===== config.mk =====
export PLATFORM = sky130hd
export DESIGN_NAME = button_conditioner
export DESIGN_NICKNAME = d
export VERILOG_FILES = /design/src/rtl/button_conditioner.sv
export SDC_FILE = /design/constraint.sdc
export NUM_CORES = 1
export LEC_CHECK = 0
export CELL_PAD_IN_SITES_DETAIL_PLACEMENT = 0
export CELL_PAD_IN_SITES_GLOBAL_PLACEMENT = 1
export CORE_MARGIN = 5
export CORE_UTILIZATION = 40
export DETAILED_ROUTE_END_ITERATION = 8
export PLACE_DENSITY = 0.64
export SYNTH_ARGS = -nofsm -noshare
export SYNTH_HDL_FRONTEND = slang
export SYNTH_SLANG_ARGS = --single-unit

===== constraint.sdc =====
create_clock -name clock -period 1.7 [get_ports clock]
set_clock_uncertainty 0.05 [all_clocks]
set_input_delay 0.34 -clock clock [delete_from_list [all_inputs] [get_ports clock]]
set_output_delay 0.34 -clock clock [all_outputs]
set_load 0.05 [all_outputs]

===== src/rtl/button_conditioner.sv =====
// rtl/button_conditioner.sv - sync, debounce, edge-detect and arbitrate four raw buttons into command pulses
// Optional AUTO_REPEAT_EN adds held-button auto-repeat on the dec and inc channels.
module button_conditioner #(
  parameter int DEBOUNCE_CYCLES = 16,
  parameter int REPEAT_DELAY    = 64,
  parameter int REPEAT_PERIOD   = 16,
  parameter int CNT_W           = 16
) (
  input  logic clock,
  input  logic reset_n,
  input  logic btn_dec,
  input  logic btn_inc,
  input  logic btn_prev,
  input  logic btn_next,
  output logic dec,
  output logic inc,
  output logic prev,
  output logic next
);

  localparam logic [CNT_W-1:0] DB_LAST = CNT_W'(DEBOUNCE_CYCLES - 1);

  // Channel order everywhere: 0=dec, 1=inc, 2=prev, 3=next.
  logic [3:0]       w_btn;
  logic [3:0]       r_s1;
  logic [3:0]       r_s2;
  logic [3:0]       r_stable;
  logic [3:0]       r_stable_d;
  logic [CNT_W-1:0] r_cnt [4];
  logic [3:0]       w_press;
  logic [3:0]       w_raise;
  logic [3:0]       r_out;

  assign w_btn = {btn_next, btn_prev, btn_inc, btn_dec};

  always_ff @(posedge clock) begin
    if (!reset_n) begin
      r_s1       <= '0;
      r_s2       <= '0;
      r_stable   <= '0;
      r_stable_d <= '0;
      for (int i = 0; i < 4; i++) r_cnt[i] <= '0;
    end else begin
      r_s1       <= w_btn;
      r_s2       <= r_s1;
      r_stable_d <= r_stable;
      for (int i = 0; i < 4; i++) begin
        if (r_s2[i] == r_stable[i]) begin
          r_cnt[i] <= '0;
        end else if (r_cnt[i] == DB_LAST) begin
          r_stable[i] <= r_s2[i];
          r_cnt[i]    <= '0;
        end else begin
          r_cnt[i] <= r_cnt[i] + 1'b1;
        end
      end
    end
  end

  assign w_press = r_stable & ~r_stable_d;

`ifdef AUTO_REPEAT_EN
  localparam logic [CNT_W-1:0] RPT_FIRST = CNT_W'(REPEAT_DELAY);
  localparam logic [CNT_W-1:0] RPT_NEXT  = CNT_W'(REPEAT_PERIOD);

  logic [CNT_W-1:0] r_rcnt [2];
  logic [1:0]       r_rphase;
  logic [1:0]       w_rep_fire;

  // r_rcnt counts cycles since the last pulse; r_rphase marks that the initial delay is over.
  always_comb begin
    w_rep_fire = '0;
    for (int i = 0; i < 2; i++) begin
      w_rep_fire[i] = r_stable[i] & ~w_press[i] &
                      (r_rphase[i] ? (r_rcnt[i] == RPT_NEXT) : (r_rcnt[i] == RPT_FIRST));
    end
  end

  always_ff @(posedge clock) begin
    if (!reset_n) begin
      r_rphase <= '0;
      for (int i = 0; i < 2; i++) r_rcnt[i] <= '0;
    end else begin
      for (int i = 0; i < 2; i++) begin
        if (!r_stable[i]) begin
          r_rcnt[i]   <= '0;
          r_rphase[i] <= 1'b0;
        end else if (w_press[i]) begin
          r_rcnt[i]   <= CNT_W'(1);
          r_rphase[i] <= 1'b0;
        end else if (w_rep_fire[i]) begin
          r_rcnt[i]   <= CNT_W'(1);
          r_rphase[i] <= 1'b1;
        end else begin
          r_rcnt[i] <= r_rcnt[i] + 1'b1;
        end
      end
    end
  end

  assign w_raise = w_press | {2'b00, w_rep_fire};
`else
  logic w_unused_cfg;
  assign w_unused_cfg = (REPEAT_DELAY > 0) ^ (REPEAT_PERIOD > 0);
  assign w_raise      = w_press;
`endif

  // Opposing commands raised together cancel each other; nothing is deferred.
  always_ff @(posedge clock) begin
    if (!reset_n) begin
      r_out <= '0;
    end else begin
      r_out[0] <= w_raise[0] & ~w_raise[1];
      r_out[1] <= w_raise[1] & ~w_raise[0];
      r_out[2] <= w_raise[2] & ~w_raise[3];
      r_out[3] <= w_raise[3] & ~w_raise[2];
    end
  end

  assign dec  = r_out[0];
  assign inc  = r_out[1];
  assign prev = r_out[2];
  assign next = r_out[3];

endmodule


== Yosys cells after proc, flatten, opt, wreduce, memory -nomap -nowiden ==
Memory sizes are Yosys's and may differ from the RTL's.
Cells that the tools add are included.
W data, S select, Z words.

* Add/sub/neg operators: 4
* Eq/ne operators: 8
* Multiplexer cells: 57
* Bitwise operators: 26
* Reduce and logical (&&, ||, !) cells: 4

{| class="wikitable"
|+ Operators with widths
! kind !! number
|-
| $mux W16 || 12
|-
| $add A16 B1 Y16 const B || 4
|-
| $eq A16 B4 Y1 const B || 4
|-
| $mux W1 || 45
|-
| $or A1 B1 Y1 || 12
|-
| $not A1 Y1 || 8
|-
| $reduce_and A2 Y1 || 4
|-
| $and A1 B1 Y1 || 4
|-
| $and A4 B4 Y4 || 1
|-
| $eq A1 B1 Y1 || 4
|-
| $not A4 Y4 || 1
|}

* Bits in registers: 20
* Bits in writable memories: 64
* Input port bits: 6
* Output and inout bits: 4
* Word-level logic and storage cells: 108
* Memories kept: 1

{| class="wikitable"
|+ Memories
! memory !! words !! bits a word !! read ports !! clocked after Yosys merged registers in !! wr ports !! line !! RTL
|-
| r_cnt || 4 || 16 || 4 || 0 || 4 || 29 || <nowiki>logic [CNT_W-1:0] r_cnt [4];</nowiki>
|}

== Depth between registers and ports, before layout ==
An unclocked memory read counts as a cell.

* Depth in word-level cells: 8
* Depth in mapped cells: 6
* Gate-level depth less buffers: 5

== Worst setup path after synthesis ==
No wires, ideal clock.

* Path kind: flip-flop to flip-flop
* Start point: mem r_cnt[3][0]
* End point: mem r_cnt[3][10] (data pin)
* Setup time: 0.138 ns
* Arrival: 1.460 ns
* Required time: 1.512 ns
* Path slack: 0.052 ns
* Cell stages (with the launch flop): 7
* Path buffers: 1
* Period minus slack after synthesis: 1.648 ns
* Cells stage by stage: edfxtp_1 > ha_1 > and3_1 > nand4_1 > nand3_1 > buf_4 > nor2_1

{| class="wikitable"
|+ RTL lines
! item !! line
|-
| from (decl) || 29
|}

==> results by group <==
Status
  • Outcome: finished clean

Floorplanning
  • Die Y: 113 um
  • Row cnt: 37
  • Die width: 113 um
  • Die ar.: 0.0127 mm2
  • Core area: 0.0103 mm2
  • Starting density of the core: 0.409
  • I/O Pins: 10

Synthesis
  • Sequential area share after synthesis: 0.552
  • Synthesized netlist cell count: 371
  • Synth top area cells: edfxtp_1 46%, dfxtp_1 9.5%, xnor2_1 9.4%, nor2_1 5.8%, nor4_2 3.6%
  • Top cell type's share of synthesized area: 0.457
  • Synth Cell Area: 0.00421 mm2
  • Netlist cell types: 27
  • Synth area leader: edfxtp_1
  • Number of synthesized register bits: 84
  • Ys Warns: 0
  • Prevailing post-synth register cell: edfxtp_1
  • EDFF count, synth: 64
  • Count leader, synth: nor2_1
  • Async SR Flop Fraction: 0
  • Top cells by count, synth: 65 x nor2_1, 64 x edfxtp_1, 45 x xnor2_1
  • Synth Area per Inst: 11.3 um2

Clock network
  • CTS max path bufs: 2
  • Worst skew pair latency: 340 ps
  • TritonCTS clock tree: done
  • Reg clk slew, reported paths: 80 ps
  • Clock sinks: 84
  • Post-CTS Hold Fix Bufs: 0
  • Num CTS Buffers: 9
  • Clk Tree Root Cell: clkbuf_8
  • H-Tree Depth: 3

Global route
  • Vias in the first global route: 2855
  • Global route overflow: 0
  • Largest net degree at the start of global routing: 28
  • Met3 Usage GRT: 0.0313
  • Grt met1 use: 0.170
  • Global Route Usage Sum: 0.123
  • Initial antenna violation count: 0
  • Busiest layer in global routing: met2
  • Global routing usage on met2: 0.190
  • First-pass GRT wire length: 12900 um

Routing
  • Total Wirelength: 7460 um
  • DR iter-0 viols: 98
  • Drc violations: 0
  • Post-route ant nets: 0
  • Via count: 2930
  • Drt via density: 4.51
  • Wirelength per Cell: 11.5 um
  • Router iterations before antenna repair: 6

Worst hold path
  • WHS Endpoint: r_s2[0]
  • Hold depth: 1
  • Min-delay src: r_s1[0]
  • HP Class: flop to flop

Worst setup path
  • Startpoint Class: flop
  • Worst-case reg-to-reg path depth: 5
  • Reg2Reg Launch Point: r_cnt[2][0]
  • Setup crit end kind: flop
  • Reg2Reg Setup Slack: 70 ps
  • CP max FO: 4
  • R2r endpoint: r_cnt[2][14]
  • Setup CP Type: flop to flop
  • WP data required: 1760 ps
  • Critical path arrival: 1690 ps

Timing
  • Worst setup margin: 71.9 ps
  • Final Setup Violations: 0
  • Final hold vios: 0
  • RSZ-0062 raised after global routing: true
  • Max-slew violation count: 0
  • Period minus WS final: 1630 ps
  • Fmax achieved: 614 MHz
  • Final period utilization: 0.958
  • Hold_ws: 379 ps

Job
  • Max-Cap Viols: 0

Power
  • Pwr dens: 743 mW/mm2
  • Leakage: 2.11 nW
  • Peak supply drop: 372 uV

Placement
  • DP HPWL: 5280 um
  • Port Buffers: 9
  • Routability cong.: 0.743
  • Worst slack, placed: 2.81 ps

Layout
  • Area growth from synthesis to final layout: 31.5%
  • NumNets Final: 519
  • Share of layout cells above drive strength 1: 0.245
  • N_diodes: 0
  • Fill count: 946
  • Post-layout util: 0.538
==> what timing repair did <==
action                     in CTS  in global routing
gates cloned                    0                  0
resized for setup               1                 24
setup buffers                   0                  3
setup endpoints to repair      12                 61
pin swaps                       0                  2
==> how the worst max path moves through the flow <==
stage | from | end | slack (ps)
6_report | r_cnt[2][0] | r_cnt[2][14] | 70
5_1_grt | r_cnt[2][0] | r_cnt[2][14] | -40
4_1_cts | r_cnt[3][15] | r_cnt[3][9] | 3
3_5_place_dp | r_cnt[2][6] | r_cnt[2][11] | 3
3_3_place_gp | r_cnt[3][4] | r_cnt[3][12] | 20
2_1_floorplan | r_cnt[3][0] | r_cnt[3][10] | 50
==> through the flow <==
step | setup TNS [ps] | cells | instance area (um2) | total power, W
global route | -148 | 650 | 5530 | 0.00431
floorplan | 0 | 434 | 4440 | 0.00254
global placement | 0 | 631 | 5140 | 0.00266
CTS | 0 | 647 | 5350 | 0.00416
finish | 0 | 650 | 5530 | 0.00411
detailed placement | 0 | 631 | 5140 | 0.00267
==> logic make-up after synthesis <==
| kind of cell | Yosys count | synth area share |
|---|---|---|
| adder cells (fa/ha/maj) | 4 | 0.0119 |
| buffers and inverters | 22 | 0.0232 |
| flip-flops | 84 | 0.552 |
| AND/OR/NAND/NOR | 196 | 0.277 |
| XOR/XNOR | 60 | 0.125 |
| multiplexers | 4 | 0.00952 |
| other | 1 | 0.000892 |
==> critical path: stages, from the launching register on <==
cell and delay, ps:
edfxtp_1 370, ha_1 220, nand2_1 160, nor4_1 380, xnor2_1 180, nor2_2 40
==> layout make-up <==
class	instances	area, um2	share of cell area
inverter	15	56.3	0.0102
clock buffer	12	155	0.0281
clock inverter	4	46.3	0.00837
multi-input combinational	328	2180	0.395
sequential	84	2320	0.420
timing repair buffer	71	596	0.108
tap	136	170	0.0308
==> layout by cell type, fill, tap and decap left out, drive strengths merged <==
cell type | synthesis | layout
nand2 | 10 | 10
mux2i | 4 | 4
clkdlybuf4s50 | 0 | 5
nor3 | 13 | 13
nor4 | 31 | 31
edfxtp | 64 | 64
clkbuf | 3 | 12
xnor2 | 45 | 45
conb | 1 | 64
nor3b | 2 | 2
dfxtp | 20 | 20
ha | 4 | 4
nor2b | 6 | 6
xor2 | 15 | 15
nand3 | 26 | 26
nand4 | 16 | 16
nand2b | 2 | 2
inv | 15 | 16
and3 | 9 | 9
clkinv | 0 | 2
nor2 | 69 | 69
buf | 4 | 66
and2 | 12 | 12
bufinv | 0 | 1
==> flip-flops by register name, summed over array words and instances, names as in the netlist <==
signal	count
r_out	4
r_s1	4
r_stable_d	4
r_s2	4
r_cnt	64
r_stable	4
==> power by group <==
group	internal, W	switching [W]	total (W)
Clock	0.000757	0.000705	0.00146
Combinational	0.000152	0.000156	0.000308
Sequential	0.00228	0.0000598	0.00234
Total	0.00319	0.000921	0.00411
==> per-layer routing <==
layer	vias up	routed length, um	part of all wire
li1	1537	-	-
met1	1361	3680	0.49
met2	24	3490	0.47
met3	8	214	0.029
met4	0	75	0.010
met5	-	0	0
No activity file was read; power rests on OpenSTA's default activity.
==> RTL change 1, RTL diff (config.mk and constraints unchanged) <==
Register the outputs `dec`, `inc`, `prev` and `next`, cleared by the reset; this adds one clock of latency there.
--- a/src/rtl/button_conditioner.sv
+++ b/src/rtl/button_conditioner.sv
@@ -119,6 +119,15 @@
 
-  assign dec  = r_out[0];
-  assign inc  = r_out[1];
-  assign prev = r_out[2];
-  assign next = r_out[3];
+  always_ff @(posedge clock) begin
+    if (!reset_n) begin
+      dec  <= '0;
+      inc  <= '0;
+      prev <= '0;
+      next <= '0;
+    end else begin
+      dec  <= r_out[0];
+      inc  <= r_out[1];
+      prev <= r_out[2];
+      next <= r_out[3];
+    end
+  end
 
Check against the original RTL: same outputs for any inputs over 10 cycles, from zero or initial values and one cycle with reset_n low; that may be too few to reach the edited logic, so the function may still have changed.
==> RTL change 1 against the original RTL <==
  * Final area up 0.84%
  * Sequential cell count grew 4
  * Total power is 3.1% lower
  * Fmax shrank 0.26%
  * Via count decreased by 1.9%
  * Largest cell class unchanged
  * Routed wire length decreased by 0.35%
  * Area after synthesis up 3.8%
  * Worst setup slack lost 0.0042 ns
==> RTL change 1: results (changes against the original RTL) <==
NetSw=0.9230 mW (+0.21%); Seq/Total Area, Yosys=55.03% (-0.19 points); PostCTS Resize Cnt=3 (+2); largest stage delay on the critical path=0.44 ns (+0.06 ns); Post-synth top cells=edfxtp_1, nor2_1, xnor2_1; WL met1=3.774 mm (+2.4%); Reg2Reg Launch Point=r_cnt[2][14]; vias in the first global route=2921 (+2.3%); layout cell share with drive strength beyond 1=24.95% (+0.44 points); met3 GRT Util=3.911% (+0.78 points); post-synthesis mux area share=0.9172% (-0.035 points); Final nets=526 (+1.3%); met3 WL=226 um (+5.6%); global-route usage over all layers=12.50% (+0.25 points); flops & latches, synth=88 (+4.8%); first-pass GRT wire length=13.18 mm (+2.2%); largest cells by area after synthesis=edfxtp_1, dfxtp_1, xnor2_1; fraction of area in multi-input gates=39.61% (+0.12 points); Max stage delay cell, worst path=edfxtp_1; met1 Resource Use GR=16.77% (-0.23 points); outcome=finished, final reports clean; Hold WS=0.3874 ns (+0.008447 ns); combinational share of power=7.8% (+0.3 points); TritonRoute pass-1 iters=4 (-2); multi-input gates=333 (+1.5%); clk cell area share=2.738% (-0.91 points); fraction of the mapped netlist area in adder cells=1.146% (-0.044 points); Clock Buffer Count=14 (+2); met2 Resource Use GR=19.40% (+0.37 points); sequential share of cell area=43.09% (+1.1 points); met2 WL post-DR=3.355 mm (-3.8%); Fillers=1019 (+7.7%); hold endpoint=r_s2[2]; Vias/cell=4.346 (-3.6%); LEAKAGE=2.061 nW (-2.1%); Avg WL per Cell=11.25 um (-2.0%); largest net degree at the start of global routing=32 (+14%); Post-Synth XOR/XNOR Area=12.04% (-0.46 points); Peak VDD IR=0.3246 mV (-13%); CP endpoint=r_cnt[2][7]; Crit Path Max Fanout=8 (+4); DR iter-0 viols=95 (-3.1%)
## RTL change 1: cell types whose count changed after synthesis, moves of 2 or more
cell     delta
and2_1      +4
nor4_1      -7
nand3_2     +4
dfxtp_1     +4
nor2_1      -2
nor2_2      +2
nand3_4     -2
nand3_1     -2
nor4_2      +6
## RTL change 1: metrics by stage
step	worst slack, ns	util [%]	area [sq um]	total power [mW]	std cells
6_report	0.06769	51.89	5575	3.980	661
5_1_grt	-0.01892	51.89	5575	4.202	661
4_1_cts	0.008543	50.98	5478	4.029	659
3_5_place_dp	-0.1047	49.37	5305	2.770	643
3_3_place_gp	-0.05514	49.37	5305	2.767	643
2_1_floorplan	0.07472	-	4602	2.635	442
## RTL change 1: critical path: cells and delay by family, from the launching register on
| kind | cells | cell delay (ns) |
|---|---|---|
| buffers and inverters | 1 | 0.20 |
| DFF | 1 | 0.44 |
| and+or+nand+nor | 4 | 0.70 |
==> RTL change 2, RTL diff (same flow settings) <==
Without the edit above. `CNT_W`: 16 -> 12.
--- a/src/rtl/button_conditioner.sv
+++ b/src/rtl/button_conditioner.sv
@@ -6,3 +6,3 @@
   parameter int REPEAT_PERIOD   = 16,
-  parameter int CNT_W           = 16
+  parameter int CNT_W           = 12
 ) (
Function: no difference found for any inputs over 10 cycles, from zero or initial values and one cycle with reset_n low; that may be too few to reach the edited logic, so the function may still have changed.
==> RTL change 2 against the original RTL <==
  * Final area fell by 28%
  * Area after synthesis fell by 24%
  * Sequential cell count down 16
  * Routed wire length shrank 29%
  * Total power decreased by 17%
  * Sequential share of layout area grew 4.2 points
  * Worst setup slack worse by 0.0061 ns
  * Largest power group unchanged
==> RTL change 2: results (changes against the original RTL) <==
cts bufs inserted=9 (unchanged); met1 Resource Use GR=16.69% (-0.31 points); critical path's top delay family=simple AND/OR/NAND/NOR gates; layout cell share with drive strength beyond 1=15.51% (-9.0 points); placed inst area=3742 sq um (-27%); Post-Synth XOR/XNOR Area=12.12% (-0.38 points); CP endpoint=r_cnt[2][11]; Worst Hold Launch=r_s1[3]; Clk. pwr=1.33 mW (-9%); max FFs per register=48 (-25%); Max stage delay cell, worst path=edfxtp_1; Vias/cell=4.357 (-3.3%); Reg2Reg Launch Point=r_cnt[2][0]; Clock Path Buffers=2 (unchanged); global-route usage over all layers=11.72% (-0.53 points); largest stage delay on the critical path=0.42 ns (+0.04 ns); dpl ws=-0.0005017 ns (-0.003312 ns); outcome=finished, final reports clean; met2 WL post-DR=2.398 mm (-31%); cell count after placement=459 (-27%); met2 Resource Use GR=16.74% (-2.3 points); DR iter-0 viols=42 (-57%); WL met1=2.756 mm (-25%); post-synthesis mux area share=1.259% (+0.31 points); fraction of the mapped netlist area in adder cells=1.574% (+0.38 points); DP Wirelength=3.794 mm (-28%); Int Pwr=2.685 mW (-16%); pwr dens=852.1 nW/um^2 (+15%); hold endpoint=r_s2[3]; WL final=5.307 mm (-29%); met3 WL=108 um (-50%); combinational share of power=5.7% (-1.8 points); setup ws final=0.06584 ns (-0.006091 ns); Synth async-reset ratio=0% (unchanged); Seq/Total Area, Yosys=57.91% (+2.7 points); worst-skew pair later-pin latency=0.33 ns; largest net degree at the start of global routing=25 (-11%); Post-Synthesis Cells=282 (-24%); PostCTS Resize Cnt=1 (unchanged); Final nets=379 (-27%); Post-synth EDFFs=48 (-25%); gpl congestion=0.7368 (-0.87%); Peak VDD IR=0.4866 mV (+31%); FF-to-FF path depth=6 (+1); Post-synth top cells=nor2_1, edfxtp_1, xnor2_1; LEAKAGE=1.540 nW (-27%); met3 GRT Util=2.735% (-0.39 points); Hold WS=0.3838 ns (+0.004845 ns); Critical Path AT=1.77 ns (+0.08 ns); Crit Path Max Fanout=12 (+8); TritonRoute pass-1 iters=4 (-2); Vias=2074 (-29%); first-pass GRT wire length=9.177 mm (-29%); Fillers=726 (-23%); vias in the first global route=2007 (-30%); largest cells by area after synthesis=edfxtp_1, dfxtp_1, xnor2_1
RTL change 2: cell types whose count changed after synthesis, moves of 3 or more:
| cell | change |
|---|---|
| inv_1 | -9 |
| edfxtp_1 | -16 |
| nor2_2 | -3 |
| xnor2_1 | -18 |
| nor3_1 | -5 |
| nor4_2 | -12 |
| nor2_1 | -9 |
| nand4_2 | -3 |
| nand4_1 | -3 |
| nor4_1 | -11 |
RTL change 2: kinds of logic (layout without fill, tap and decap cells):
family                     after synthesis  count (layout)
other                                    1              48
DFF                                     68              68
and+or+nand+nor                        148             148
adders and majority gates                4               4
muxes                                    4               4
buffers and inverters                   13              58
xor gates and xnor gates                44              44
RTL change 2: cell type report:
class | count | area (sq um) | area share (%)
Timing Repair Buffer | 36 | 307.8 | 7.716
Multi-Input combinational cell | 248 | 1491 | 37.39
Inverter | 6 | 22.52 | 0.5646
Sequential cell | 68 | 1842 | 46.17
Clock inverter | 2 | 35.03 | 0.8783
Clock buffer | 14 | 162.7 | 4.078
Tap cell | 102 | 127.6 | 3.199
